File: config.mk
export PLATFORM = sky130hd
export DESIGN_NAME = mouse_packet_rx
export DESIGN_NICKNAME = d
export VERILOG_FILES = /design/src/rtl/mouse_packet_rx.sv
export SDC_FILE = /design/constraint.sdc
export NUM_CORES = 1
export LEC_CHECK = 0
export BUFFER_PORTS_ARGS = -buffer_cell sky130_fd_sc_hd__buf_2
export CAP_MARGIN = 20
export CORE_ASPECT_RATIO = 2
export CORE_MARGIN = 2
export CORE_UTILIZATION = 52
export CTS_BUF_LIST = sky130_fd_sc_hd__clkbuf_8 sky130_fd_sc_hd__clkbuf_16
export CTS_CLUSTER_DIAMETER = 200
export CTS_CLUSTER_SIZE = 25
export DETAILED_ROUTE_END_ITERATION = 6
export HOLD_SLACK_MARGIN = 0.1
export PLACE_DENSITY_LB_ADDON = 0.2
export SYNTH_ARGS = -nofsm -noshare
export SYNTH_HDL_FRONTEND = slang
export SYNTH_SLANG_ARGS = --single-unit
File: constraint.sdc
create_clock -name clk -period 2 [get_ports clk]
set_input_delay 0.4 -clock clk [delete_from_list [all_inputs] [get_ports clk]]
set_output_delay 0.4 -clock clk [all_outputs]
set_load 0.005 [all_outputs]
File: src/rtl/mouse_packet_rx.sv
// -----------------------------------------------------------------------------
// mouse_packet_rx
//   PS/2 mouse protocol stage. It sits between the PS/2 byte transceiver and
//   the mouse consumers. After reset it asks the transceiver to send the
//   enable-streaming command (0xF4) and waits for the 0xFA acknowledge. It then
//   assembles 3-byte movement packets into signed 9-bit x/y deltas, button
//   bits and overflow flags, and announces each packet with a one-cycle tick.
//
// Parameters
//   TIMEOUT_CYCLES  idle cycles allowed mid-packet before resync (timeout build)
//   TO_W            idle counter width, 2**TO_W > TIMEOUT_CYCLES
//
// Configuration macro
//   MOUSE_RESYNC_TIMEOUT_EN  when defined, a stalled partial packet (idle in
//                            PKT2/PKT3 for TIMEOUT_CYCLES) is discarded and the
//                            receiver returns to PKT1 with a sync_err pulse.
//                            When undefined, resync relies only on the bit-3
//                            check of the first packet byte.
//
// Ports
//   clk           in   system clock
//   reset         in   asynchronous, active-low reset
//   rx_byte       in   received byte, valid with rx_done_tick
//   rx_done_tick  in   one-cycle pulse, new byte received
//   tx_done_tick  in   one-cycle pulse, command byte fully transmitted
//   wr_ps2        out  one-cycle request to transmit tx_data
//   tx_data       out  command byte, constant 0xF4
//   init_done     out  high once the ACK has been received
//   xm            out  x delta {b1[4], b2}
//   ym            out  y delta {b1[5], b3}
//   btnm          out  {middle, right, left} = b1[2:0]
//   ovf           out  {y_ovf, x_ovf} = b1[7:6]
//   m_done_tick   out  one-cycle pulse, new packet on xm/ym/btnm/ovf
//   sync_err      out  one-cycle pulse on a discarded byte/packet
//
// State table
//   INIT_SEND      | request transmission of the enable command
//   INIT_WAIT_TX   | wait for the transceiver to finish sending it
//   INIT_WAIT_ACK  | wait for 0xFA; any other byte is dropped
//   PKT1           | wait for packet byte 1 (bit 3 must be set)
//   PKT2           | wait for packet byte 2 (x delta low bits)
//   PKT3           | wait for packet byte 3 (y delta low bits)
//   DONE           | new packet presented, m_done_tick high
// -----------------------------------------------------------------------------
module mouse_packet_rx #(
  parameter int TIMEOUT_CYCLES = 2_500_000,
  parameter int TO_W           = 22
) (
  input  logic       clk,
  input  logic       reset,
  input  logic [7:0] rx_byte,
  input  logic       rx_done_tick,
  input  logic       tx_done_tick,
  output logic       wr_ps2,
  output logic [7:0] tx_data,
  output logic       init_done,
  output logic [8:0] xm,
  output logic [8:0] ym,
  output logic [2:0] btnm,
  output logic [1:0] ovf,
  output logic       m_done_tick,
  output logic       sync_err
);

  localparam logic [7:0] CMD_ENABLE = 8'hF4;
  localparam logic [7:0] ACK_BYTE   = 8'hFA;

  // Reject a counter too narrow to hold the timeout terminal count.
  if (TIMEOUT_CYCLES < 2 || longint'(TIMEOUT_CYCLES) >= (longint'(1) << TO_W))
  begin : g_bad_timeout_cfg
    $error("mouse_packet_rx: TIMEOUT_CYCLES does not fit in TO_W bits");
  end

  typedef enum logic [2:0] {
    INIT_SEND     = 3'd0,
    INIT_WAIT_TX  = 3'd1,
    INIT_WAIT_ACK = 3'd2,
    PKT1          = 3'd3,
    PKT2          = 3'd4,
    PKT3          = 3'd5,
    DONE          = 3'd6
  } state_t;

  state_t     state_q, state_d;

  logic       wr_ps2_q, wr_ps2_d;
  logic       init_done_q, init_done_d;
  logic       sync_err_q, sync_err_d;

  // Byte 1 is kept as fields only; bit 3 is a framing bit and is not stored.
  logic       b1_xs_q, b1_xs_d;
  logic       b1_ys_q, b1_ys_d;
  logic [2:0] b1_btn_q, b1_btn_d;
  logic [1:0] b1_ovf_q, b1_ovf_d;
  logic [7:0] b2_q, b2_d;

  logic [8:0] xm_q, xm_d;
  logic [8:0] ym_q, ym_d;
  logic [2:0] btnm_q, btnm_d;
  logic [1:0] ovf_q, ovf_d;

  logic       timeout;
  logic       in_pkt;

  assign in_pkt = (state_q == PKT2) || (state_q == PKT3);

`ifdef MOUSE_RESYNC_TIMEOUT_EN
  // Idle down-counter: reloaded on every byte and whenever we are not
  // mid-packet, so reaching zero means TIMEOUT_CYCLES idle cycles in PKT2/PKT3.
  localparam logic [TO_W-1:0] IDLE_LOAD = TO_W'(TIMEOUT_CYCLES - 1);

  logic [TO_W-1:0] idle_q;

  always_ff @(posedge clk or negedge reset) begin
    if (!reset) begin
      idle_q <= IDLE_LOAD;
    end else if (rx_done_tick || !in_pkt || timeout) begin
      idle_q <= IDLE_LOAD;
    end else begin
      idle_q <= idle_q - 1'b1;
    end
  end

  // A byte in the terminal cycle wins over the timeout.
  assign timeout = in_pkt && !rx_done_tick && (idle_q == '0);
`else
  assign timeout = 1'b0;
`endif

  // ---------------------------------------------------------------------------
  // State and output registers
  // ---------------------------------------------------------------------------
  always_ff @(posedge clk or negedge reset) begin
    if (!reset) begin
      state_q     <= INIT_SEND;
      wr_ps2_q    <= 1'b0;
      init_done_q <= 1'b0;
      sync_err_q  <= 1'b0;
      b1_xs_q     <= 1'b0;
      b1_ys_q     <= 1'b0;
      b1_btn_q    <= '0;
      b1_ovf_q    <= '0;
      b2_q        <= '0;
      xm_q        <= '0;
      ym_q        <= '0;
      btnm_q      <= '0;
      ovf_q       <= '0;
    end else begin
      state_q     <= state_d;
      wr_ps2_q    <= wr_ps2_d;
      init_done_q <= init_done_d;
      sync_err_q  <= sync_err_d;
      b1_xs_q     <= b1_xs_d;
      b1_ys_q     <= b1_ys_d;
      b1_btn_q    <= b1_btn_d;
      b1_ovf_q    <= b1_ovf_d;
      b2_q        <= b2_d;
      xm_q        <= xm_d;
      ym_q        <= ym_d;
      btnm_q      <= btnm_d;
      ovf_q       <= ovf_d;
    end
  end

  // ---------------------------------------------------------------------------
  // Next-state logic
  // ---------------------------------------------------------------------------
  always_comb begin
    state_d = state_q;
    case (state_q)
      INIT_SEND:     state_d = INIT_WAIT_TX;
      INIT_WAIT_TX:  if (tx_done_tick) state_d = INIT_WAIT_ACK;
      INIT_WAIT_ACK: if (rx_done_tick && (rx_byte == ACK_BYTE)) state_d = PKT1;
      PKT1:          if (rx_done_tick && rx_byte[3]) state_d = PKT2;
      PKT2: begin
        if (rx_done_tick)  state_d = PKT3;
        else if (timeout)  state_d = PKT1;
      end
      PKT3: begin
        if (rx_done_tick)  state_d = DONE;
        else if (timeout)  state_d = PKT1;
      end
      DONE:          state_d = PKT1;
      default:       state_d = INIT_SEND;
    endcase
  end

  // ---------------------------------------------------------------------------
  // Output / datapath logic
  // ---------------------------------------------------------------------------
  always_comb begin
    // wr_ps2 is registered so it is low during reset and pulses in the cycle
    // after INIT_SEND, exactly once.
    wr_ps2_d    = (state_q == INIT_SEND);
    init_done_d = init_done_q;
    sync_err_d  = 1'b0;
    b1_xs_d     = b1_xs_q;
    b1_ys_d     = b1_ys_q;
    b1_btn_d    = b1_btn_q;
    b1_ovf_d    = b1_ovf_q;
    b2_d        = b2_q;
    xm_d        = xm_q;
    ym_d        = ym_q;
    btnm_d      = btnm_q;
    ovf_d       = ovf_q;

    case (state_q)
      INIT_WAIT_ACK: begin
        if (rx_done_tick && (rx_byte == ACK_BYTE)) init_done_d = 1'b1;
      end
      PKT1: begin
        if (rx_done_tick) begin
          if (rx_byte[3]) begin
            b1_ovf_d = rx_byte[7:6];
            b1_ys_d  = rx_byte[5];
            b1_xs_d  = rx_byte[4];
            b1_btn_d = rx_byte[2:0];
          end else begin
            sync_err_d = 1'b1;
          end
        end
      end
      PKT2: begin
        if (rx_done_tick)  b2_d       = rx_byte;
        else if (timeout)  sync_err_d = 1'b1;
      end
      PKT3: begin
        // Byte 3 goes straight into the output registers on the transition
        // into DONE, so the packet is visible in the same cycle as the tick.
        if (rx_done_tick) begin
          xm_d   = {b1_xs_q, b2_q};
          ym_d   = {b1_ys_q, rx_byte};
          btnm_d = b1_btn_q;
          ovf_d  = b1_ovf_q;
        end else if (timeout) begin
          sync_err_d = 1'b1;
        end
      end
      default: ;
    endcase
  end

  assign m_done_tick = (state_q == DONE);
  assign tx_data     = CMD_ENABLE;
  assign wr_ps2      = wr_ps2_q;
  assign init_done   = init_done_q;
  assign sync_err    = sync_err_q;
  assign xm          = xm_q;
  assign ym          = ym_q;
  assign btnm        = btnm_q;
  assign ovf         = ovf_q;

endmodule
# Word level (Yosys, flattened, before mapping)
# Cells that the tools add are included.
# word_totals
regBits	44
in_bits	12
# classes
mux	9
n_eq_ne	12
n_reduce_logical	8
# op_table
cell	n
3-bit case mux with 7 select lines	1
3-bit two-way mux	5
2-bit != test (second input constant)	5
3-bit == test (second input constant)	3
8-bit == test (second input constant)	1
3-bit by 2-bit == test with 1-bit output (second input constant)	2
2-bit AND reduction	3
5-bit AND reduction	1
3-bit by 1-bit == test with 1-bit output (second input constant)	1
3-bit zero test	1
1-bit two-way mux	3
3-bit AND reduction	1
1-bit logical AND	2

# Longest topological paths before layout
# Gate-level depths: netlist (run 1).
# depth
ltp_word	4
mapped_depth	6

# Worst setup path before layout (run 1)
# OpenSTA, ideal clock, no wires.
# synth_timing
path_kind	register to register
from	register state_q[0]
to	register state_q[1]
setup_ps	125
path_stages_with_launch	7
period_less_slack_ps	1602
slack_ps	398
arrival_ps	1477
cell_sequence	dfrtp_1 -> inv_1 -> ha_1 -> mux2_4 -> a21oi_2 -> o22ai_2 -> mux2_4
# synth_between
elab_chain_len	3
word_cells_on_any_way	14
# synth_lines
element	line	rtl
start: declaration	84	state_t state_q, state_d;
start signal: assignment	149	state_q <= state_d;
3-bit by 2-bit == test with 1-bit output (tied with other cells)	170	case (state_q)
2-bit != test (no source line)	n/a	
5-bit AND reduction (no source line)	n/a	
# Parallel ways exist; a longest one is shown, timed or not.
# A chain may end at the register's enable or synchronous reset.

# Worst setup path after layout (run 1)
# Same ends and word-level chain as after synthesis.

==> reports/results.ini, run 1 <==
[run]
drv_cap = 0

[global_routing]
grt_max_degree = 45
grt-ovfl-total = 0
grt_pass1_vias = 1124
track_usage_pct = 18.4
grt_pass1_wl_mm = 5.31
antenna_found_initial = 0

[die]
die_w_um = 46.8
coreArea_um2 = 3570
die_y_um = 89.6
rows = 31
start_util_pct = 53.3
die-area_um2 = 4190
io-pin-count = 47

[placed_design]
post_dp_cell_area_um2 = 2120
place_congestion = 0.777
hpwl_mm = 2.44
dp_slack_ns = 0.292
port_buffers = 38

[timing]
tightest_slew_ns = 0.549
hold_violations = 0
fin_setup_tns_ns = 0
setup_viol = 0
slew_viol_final = 0
period_minus_slack_ns = 1.74
final.period_utilization_pct = 87.0
skew_ns = 0.00601
whs_ns = 0.176
slew_headroom_pct = 63.4
fmax_mhz = 574
rsz0062_at_grt = no
finalWorstSetupSlack_ns = 0.259

[clock_tree]
cts.htree.levels = 2
holdBufCountCts = 0
ctsResizeCount = 0
clkSlewWorstSetupHoldPaths_ns = 0.08
numCtsBuffers = 5
cts_tree = built
postCtsSetupBuffers = 0
clk-insertion-delay-late_ns = 0.29
clock-sinks = 44
clockBufferDepth = 2
cts_root_buf = clkbuf_8

[setup_path]
path_class = reg2reg
cp_data_required_time_ns = 2.18
crit_path_end_kind = flop
cp-start-kind = flop
critPathMaxFanout = 5
crit_arrival_ns = 1.92

[route]
wl_met1_mm = 1.28
via_per_inst = 4.98
wl_met2_mm = 1.80
postRouteAntennaNets = 0
first_pass_iters = 3
dr_total_vias = 1091
drt_iter0_markers = 23
wl_met3_um = 135
maxUsedRoutingLayer = met4
drcViolationCount = 0
wl_per_cell_um = 15.0
drt-total-wl_mm = 3.29

[yosys]
ys_seq_area_share_pct = 57.9
ys_types = 27
synth_cells = 128
ys_ff_latch = 44
syn_area_per_cell_um2 = 14.9
syn_area_um2 = 1900
yosys_warnings = 0

[cells_and_area]
design_area_um2 = 2210
final_cell_mix = dfrtp_1 (44), buf_2 (38), mux2_2 (31)
syn_to_final_growth_pct = 16.0
nNetsFinal = 186
drive_above_1_share_pct = 52.9
multiInputGateArea_um2 = 724
final_common_cell = dfrtp_1
diodes = 0
n_fill_cell = 311
final_util_pct = 61.9
seq_area_um2 = 1100

[status]
status = finished, final reports clean

[pwr]
peakVddDrop_v = 0.000974
leakage_nw = 1.15
power_density_nw_per_um2 = 1400

[hold_path]
hp-class = in2async

## final cells by class
class | count | area share [%]
flip-flops and latches | 44 | 49.9
clock inverters | 2 | 0.453
well taps | 49 | 2.78
repair buffers | 40 | 9.86
multi-input cells | 75 | 32.8
inverters | 3 | 0.510
clock buffers | 6 | 3.74
## cells by family (layout without fill, tap and decap cells)
family	count (synthesis)	count (layout)	share of synthesized area [%]
AO/OA/AOI/OAI	7	7	2.96
adder cells (fa/ha/maj)	5	5	3.29
buffers and inverters	15	51	5.26
flip-flops	44	44	57.9
multiplexers	41	41	26.0
other	2	8	0.395
AND/OR/NAND/NOR	14	14	4.27
## path summary, 6_finish.rpt
check / cells past startpoint / to / slack, ns / start
max: 6 / state_q[1] / 0.26 / state_q[0]
min: 2 / xm[1] / 0.18 / reset
max reg2reg: 6 / state_q[1] / 0.26 / state_q[0]
min reg2reg: 2 / init_done / 0.49 / init_done
max in group asynchronous: 2 / xm[5] / 1.45 / reset
min in group clk: 2 / sync_err / 0.37 / rx_byte[3]
## per-layer routing
metal	vias up	global-route usage [%]
li1	508	-
met1	545	21.0
met2	32	29.8
met3	6	5.25
met4	0	10.4
met5	-	0
## synthesized netlist by cell type
library cell / instances / area [um^2]
a21o_1: 1 / 7.51
a21oi_2: 1 / 8.76
a22o_1: 1 / 8.76
and2_1: 1 / 6.26
buf_2: 2 / 10.0
buf_4: 9 / 67.6
buf_6: 1 / 11.3
conb_1: 2 / 7.51
dfrtp_1: 44 / 1100
ha_1: 5 / 62.6
inv_1: 3 / 11.3
mux2_2: 31 / 349
mux2_4: 9 / 135
mux2i_1: 1 / 10.0
nand2_1: 1 / 3.75
nand2b_1: 2 / 12.5
nand3_1: 2 / 10.0
nand3b_1: 1 / 7.51
nand4b_1: 1 / 8.76
nor2_1: 2 / 7.51
nor2b_1: 1 / 6.26
nor3_1: 1 / 5.00
nor3b_1: 1 / 7.51
o21ai_0: 2 / 10.0
o22ai_2: 1 / 12.5
o41ai_1: 1 / 8.76
or2_1: 1 / 6.26
## state kept, by name (all words and copies together), names as in the netlist
signal / flops
init_done: 1
ym: 9
btnm: 3
xm: 9
b1_ovf_q: 2
wr_ps2: 1
b1_xs_q: 1
b1_ys_q: 1
b1_btn_q: 3
sync_err: 1
state_q: 3
ovf: 2
b2_q: 8
## stage by stage
stage               power [mW]  instances
CTS                       3.14        219
floorplan                 2.19        134
global placement          2.49        211
detailed placement        2.57        211
finish                    3.09        219
global route              3.33        219
## worst max-delay path, stage by stage, from the launching register on
cell and delay, ns:
dfrtp_1 0.39, inv_1 0.10, ha_1 0.26, mux2_4 0.28, a21oi_2 0.15, o22ai_2 0.13, mux2_4 0.31
## power by group
| group | switching, mW | internal, mW |
|---|---|---|
| clock | 0.284 | 0.275 |
| sequential | 0.199 | 1.28 |
| combinational | 0.408 | 0.646 |
| total | 0.891 | 2.20 |
(Power assumes the default switching activity.)
==> inputs of run 2 (changes only) <==
--- a/config.mk
+++ b/config.mk
@@ -5,11 +5,11 @@
 export SDC_FILE = /design/constraint.sdc
 export NUM_CORES = 1
 export LEC_CHECK = 0
-export BUFFER_PORTS_ARGS = -buffer_cell sky130_fd_sc_hd__buf_2
+export BUFFER_PORTS_ARGS = -buffer_cell sky130_fd_sc_hd__clkbuf_2
 export CAP_MARGIN = 20
 export CORE_ASPECT_RATIO = 2
 export CORE_MARGIN = 2
-export CORE_UTILIZATION = 52
+export CORE_UTILIZATION = 40
 export CTS_BUF_LIST = sky130_fd_sc_hd__clkbuf_8 sky130_fd_sc_hd__clkbuf_16
 export CTS_CLUSTER_DIAMETER = 200
 export CTS_CLUSTER_SIZE = 25
==> run 2 against run 1 <==
- register-to-register slack hardly changed
- via count is 2.5% higher
- critical path depth stayed put
- non-clock buffer count is 1 higher
- routed wire length is 4.2% higher
- clock-buffer cell count stayed put
- sequential power hardly changed
- clock skew is 0.0026 ns higher
- largest power group unchanged
==> reports/results.ini, run 2 (same netlist as run 1, synthesis figures left out) <==
[status]
status = finished, final reports clean  ; unchanged

[timing]
whs_ns = 0.176  ; about the same
final.period_utilization_pct = 86.8  ; was 87.0%
setup_viol = 0  ; unchanged
hold_violations = 0  ; unchanged
slew_headroom_pct = 63.7  ; was 63.4%
slew_viol_final = 0  ; unchanged
fmax_mhz = 576  ; was 574 MHz
tightest_slew_ns = 0.545  ; was 0.549 ns
rsz0062_at_grt = no  ; unchanged
skew_ns = 0.00859  ; was 0.00601 ns
fin_setup_tns_ns = 0  ; unchanged
period_minus_slack_ns = 1.74  ; about the same

[clock_tree]
clockBufferDepth = 2  ; unchanged
clkSlewWorstSetupHoldPaths_ns = 0.08  ; about the same
postCtsSetupBuffers = 0  ; unchanged
cts_root_buf = clkbuf_8  ; unchanged
clock-sinks = 44  ; unchanged
clk-insertion-delay-late_ns = 0.29  ; about the same
cts.htree.levels = 2  ; unchanged
cts_tree = built  ; unchanged
holdBufCountCts = 0  ; unchanged
ctsResizeCount = 0  ; unchanged
numCtsBuffers = 5  ; unchanged

[global_routing]
grt_max_degree = 45  ; unchanged
grt_pass1_wl_mm = 5.73  ; was 5.31 mm
antenna_found_initial = 0  ; unchanged
track_usage_pct = 14.7  ; was 18.4%
grt_pass1_vias = 1207  ; was 1124
grt-ovfl-total = 0  ; unchanged

[setup_path]
crit_path_max_incr_delay_ns = 0.43  ; was 0.39 ns
crit_chain = inv_1 -> ha_1 -> mux2_4 -> a21oi_2 -> o22ai_2 -> mux2_4  ; unchanged
critPathMaxFanout = 5  ; unchanged
crit_path_end_kind = flop  ; unchanged
cp_data_required_time_ns = 2.17  ; was 2.18 ns
critPathSlowestCell = dfrtp_1  ; unchanged
path_class = reg2reg  ; unchanged
cp-start-kind = flop  ; unchanged
crit_arrival_ns = 1.91  ; was 1.92 ns
critPathMostFrequentCell = mux2_4  ; unchanged

[die]
die_w_um = 52.8  ; was 46.8 um
coreArea_um2 = 4600  ; was 3570 um^2
start_util_pct = 41.4  ; was 53.3%
io-pin-count = 47  ; unchanged
die_y_um = 102  ; was 89.6 um
rows = 35  ; was 31
die-area_um2 = 5360  ; was 4190 um^2

[route]
wl_per_cell_um = 15.2  ; was 15.0 um
drt_iter0_markers = 9  ; was 23
via_per_inst = 4.95  ; was 4.98
drt-total-wl_mm = 3.43  ; was 3.29 mm
postRouteAntennaNets = 0  ; unchanged
first_pass_iters = 2  ; was 3
drcViolationCount = 0  ; unchanged
dr_total_vias = 1118  ; was 1091

[cells_and_area]
final_cell_mix = dfrtp_1 (44), clkbuf_2 (38), mux2_2 (31)  ; was dfrtp_1 (44), buf_2 (38), mux2_2 (31)
nNetsFinal = 187  ; was 186
drive_above_1_share_pct = 52.6  ; was 52.9%
final_util_pct = 48.1  ; was 61.9%
final_common_cell = dfrtp_1  ; unchanged
diodes = 0  ; unchanged
syn_to_final_growth_pct = 16.2  ; was 16.0%

[pwr]
power_density_nw_per_um2 = 1400  ; about the same
leakage_nw = 1.14  ; was 1.15 nW
peakVddDrop_v = 0.000731  ; was 0.000974 V

[placed_design]
port_buffers = 38  ; unchanged
hpwl_mm = 2.63  ; was 2.44 mm
place_congestion = 0.847  ; was 0.777

[run]
drv_cap = 0  ; unchanged

[hold_path]
hp-class = in2async  ; unchanged

==> run 2: cell types whose count changed in the layout (fill, tap and decap cells not counted) <==
cell | before | now
clkinv_2 | 2 | 0
clkbuf_2 | 0 | 38
clkinvlp_4 | 0 | 1
buf_12 | 1 | 0
inv_1 | 3 | 4
buf_2 | 38 | 0
buf_4 | 1 | 3
==> run 2: final timing paths <==
kind / cells after the start / slack (ns) / from / to
max: 6 / 0.26 / state_q[1] / state_q[1]
min: 2 / 0.18 / reset / xm[7]
max reg2reg: 6 / 0.26 / state_q[1] / state_q[1]
min reg2reg: 2 / 0.49 / init_done / init_done
max in group asynchronous: 2 / 1.44 / reset / xm[4]
min in group clk: 2 / 0.35 / rx_byte[3] / sync_err
==> run 2: cell type report <==
type | count | area, um^2
fillers | 446 | 2390
flip-flops and latches | 44 | 1100
multi-input cells | 75 | 724
repair buffers | 41 | 213
clock buffers | 6 | 82.6
well taps | 55 | 68.8
clock inverters | 2 | 11.3
inverters | 3 | 11.3
==> run 2: report_power, final <==
group,internal (mW),switching [mW],total (mW)
Combinational,0.641,0.411,1.05
Sequential,1.28,0.213,1.49
Clock,0.275,0.284,0.559
Total,2.20,0.908,3.10
==> run 2: layer usage <==
layer  wire (um)  track usage, %
met1        1250            16.6
met2        1940            24.5
met3         148            4.42
met4          87            7.50
met5           0               0
==> run 2: through the flow <==
| stage | cell area (um^2) | total power [mW] | setup WS [ns] | cells |
|---|---|---|---|---|
| 2_1_floorplan | 1930 | 2.19 | 0.398 | 134 |
| 3_3_place_gp | 2120 | 2.50 | 0.373 | 218 |
| 3_5_place_dp | 2120 | 2.59 | 0.282 | 218 |
| 4_1_cts | 2210 | 3.16 | 0.265 | 226 |
| 5_1_grt | 2210 | 3.33 | 0.169 | 226 |
| 6_report | 2210 | 3.10 | 0.264 | 226 |
==> run 2: critical path, delay by kind of cell (launching register included) <==
family,cells,cell delay (ns)
multiplexers,2,0.60
AO/OA/AOI/OAI,2,0.27
buffers and inverters,1,0.09
adder cells (fa/ha/maj),1,0.24
flip-flops,1,0.43
==> inputs of run 3 (changes only) <==
--- a/config.mk
+++ b/config.mk
@@ -7,9 +7,11 @@
 export LEC_CHECK = 0
 export BUFFER_PORTS_ARGS = -buffer_cell sky130_fd_sc_hd__clkbuf_2
 export CAP_MARGIN = 20
+export CELL_PAD_IN_SITES_DETAIL_PLACEMENT = 1
+export CELL_PAD_IN_SITES_GLOBAL_PLACEMENT = 2
 export CORE_ASPECT_RATIO = 2
 export CORE_MARGIN = 2
-export CORE_UTILIZATION = 40
+export CORE_UTILIZATION = 35
 export CTS_BUF_LIST = sky130_fd_sc_hd__clkbuf_8 sky130_fd_sc_hd__clkbuf_16
 export CTS_CLUSTER_DIAMETER = 200
 export CTS_CLUSTER_SIZE = 25
==> run 3 against run 2 <==
- fmax up 0.16%
- die area is 13% higher
- design area up 1.0%
- flip-flop and latch count did not move
- critical path type unchanged
- critical endpoint unchanged
- highest routed layer unchanged
==> reports/results.ini, run 3 (same netlist as run 1, synthesis figures left out) <==
[pwr]
pwr-share-seq_pct = 48.4  ; was 48.1%
clkPwrFrac_pct = 17.6  ; was 18.0%
combPwrFrac_pct = 34.0  ; was 33.9%
power_density_nw_per_um2 = 1380  ; was 1400 nW/um^2
power_switching_mw = 0.906  ; was 0.908 mW
peakVddDrop_v = 0.000579  ; was 0.000731 V
finalPower_mw = 3.08  ; was 3.10 mW
p_int_mw = 2.17  ; was 2.20 mW
leakage_nw = 1.15  ; was 1.14 nW
sw_frac_of_total_pct = 29.5  ; was 29.2%

[global_routing]
grt_pass1_wl_mm = 5.85  ; was 5.73 mm
track_usage_pct = 12.5  ; was 14.7%
grt-ovfl-total = 0  ; unchanged
grt_max_degree = 24  ; was 45
antenna_found_initial = 0  ; unchanged
grt_pass1_vias = 1229  ; was 1207

[setup_path]
cp-start-kind = flop  ; unchanged
crit_path_max_incr_delay_ns = 0.39  ; was 0.43 ns
r2r_setup_slack_ns = 0.27  ; was 0.26 ns
critPathMostFrequentCell = mux2_4  ; unchanged
crit_arrival_ns = 1.91  ; about the same
crit_path_end_kind = flop  ; unchanged
crit_chain = inv_1 -> ha_1 -> mux2_4 -> a21oi_2 -> o22ai_2 -> mux2_4  ; unchanged
rr_startpoint = state_q[0]  ; was state_q[1]
cp-startpoint = state_q[0]  ; was state_q[1]
rr_endpoint = state_q[1]  ; unchanged
critPathSlowestCell = dfrtp_1  ; unchanged
path_class = reg2reg  ; unchanged
worstSetupEndpoint = state_q[1]  ; unchanged
reg2regPathDepth = 6  ; unchanged
critPathMaxFanout = 5  ; unchanged
cp_data_required_time_ns = 2.18  ; was 2.17 ns

[cells_and_area]
final_common_cell = dfrtp_1  ; unchanged
diodes = 0  ; unchanged
nNetsFinal = 188  ; was 187
design_area_um2 = 2230  ; was 2210 um^2
syn_to_final_growth_pct = 17.4  ; was 16.2%
fin_cells = 232  ; was 226
final_util_pct = 42.0  ; was 48.1%
drive_above_1_share_pct = 52.9  ; was 52.6%
final_cell_mix = dfrtp_1 (44), clkbuf_2 (38), mux2_2 (31)  ; unchanged
n_fill_cell = 581  ; was 446

[timing]
fmax_mhz = 577  ; was 576 MHz
setup_viol = 0  ; unchanged
slew_headroom_pct = 62.7  ; was 63.7%
hold_violations = 0  ; unchanged
slew_viol_final = 0  ; unchanged
finalWorstSetupSlack_ns = 0.267  ; was 0.264 ns
tightest_slew_ns = 0.560  ; was 0.545 ns
whs_ns = 0.350  ; was 0.176 ns
rsz0062_at_grt = no  ; unchanged
period_minus_slack_ns = 1.73  ; was 1.74 ns
fin_setup_tns_ns = 0  ; unchanged
final.period_utilization_pct = 86.6  ; was 86.8%
skew_ns = 0.00765  ; was 0.00859 ns

[placed_design]
port_buffers = 38  ; unchanged
place_inst = 223  ; was 218
dp_slack_ns = 0.274  ; was 0.282 ns
post_dp_cell_area_um2 = 2140  ; was 2120 um^2
hpwl_mm = 2.53  ; was 2.63 mm
place_congestion = 0.753  ; was 0.847

[clock_tree]
clkSlewWorstSetupHoldPaths_ns = 0.08  ; about the same
cts.htree.levels = 2  ; unchanged
clockBufferDepth = 2  ; unchanged
clk-insertion-delay-late_ns = 0.30  ; was 0.29 ns
holdBufCountCts = 1  ; was 0
numCtsBuffers = 5  ; unchanged
cts_tree = built  ; unchanged
ctsResizeCount = 0  ; unchanged
postCtsSetupBuffers = 0  ; unchanged
clock-sinks = 44  ; unchanged
cts_root_buf = clkbuf_8  ; unchanged

[route]
drt-total-wl_mm = 3.38  ; was 3.43 mm
drcViolationCount = 0  ; unchanged
wl_per_cell_um = 14.6  ; was 15.2 um
postRouteAntennaNets = 0  ; unchanged
drt_iter0_markers = 6  ; was 9
first_pass_iters = 2  ; unchanged
dr_total_vias = 1099  ; was 1118
via_per_inst = 4.74  ; was 4.95

[run]
drv_cap = 0  ; unchanged

[status]
status = finished, final reports clean  ; unchanged

[die]
die_w_um = 56.1  ; was 52.8 um
coreArea_um2 = 5330  ; was 4600 um^2
die-area_um2 = 6080  ; was 5360 um^2
rows = 38  ; was 35
start_util_pct = 35.7  ; was 41.4%
die_y_um = 108  ; was 102 um
io-pin-count = 47  ; unchanged

[hold_path]
hp-class = in2reg  ; was in2async

==> run 3: power by group through the flow <==
stage	clock (mW)	sequential (mW)	combinational, mW
global placement	0	1.49	1.04
floorplan	0	1.48	0.716
detailed placement	0	1.52	1.07
CTS	0.575	1.50	1.07
global route	0.608	1.55	1.16
finish	0.541	1.49	1.04
==> run 3: worst min path at each step <==
stage          startpoint          end  slack (ns)  depth (start not counted)
6_report       rx_byte[3]     sync_err        0.35                          2
5_1_grt        rx_byte[3]     sync_err        0.35                          2
4_1_cts        rx_byte[3]     sync_err        0.34                          2
3_5_place_dp        reset        ym[8]        0.41                          1
3_3_place_gp        reset       ovf[1]        0.42                          1
2_1_floorplan       reset  b1_btn_q[0]        0.10                          0
==> run 3: layout make-up <==
cell class                 count  area [um^2]  area share, %
multi-input combinational     75          724           32.4
tap                           60         75.1           3.36
clock buffer                   5         68.8           3.08
clock inverter                 3         18.8          0.840
inverter                       3         11.3          0.504
sequential                    44         1100           49.3
timing repair buffer          42          235           10.5
==> run 3: routing by layer <==
| layer | vias up | track usage [%] | share of wire [%] |
|---|---|---|---|
| li1 | 504 | - | - |
| met1 | 552 | 15.3 | 42 |
| met2 | 34 | 20.3 | 51 |
| met3 | 9 | 2.99 | 4.9 |
| met4 | 0 | 6.63 | 2.6 |
| met5 | - | 0 | 0 |
==> run 3: critical path, delay by kind of cell, from the launching register on <==
kind	cells	cell delay [ns]
multiplexers	2	0.60
flip-flops	1	0.39
adder cells (fa/ha/maj)	1	0.27
AO/OA/AOI/OAI	2	0.26
buffers and inverters	1	0.10
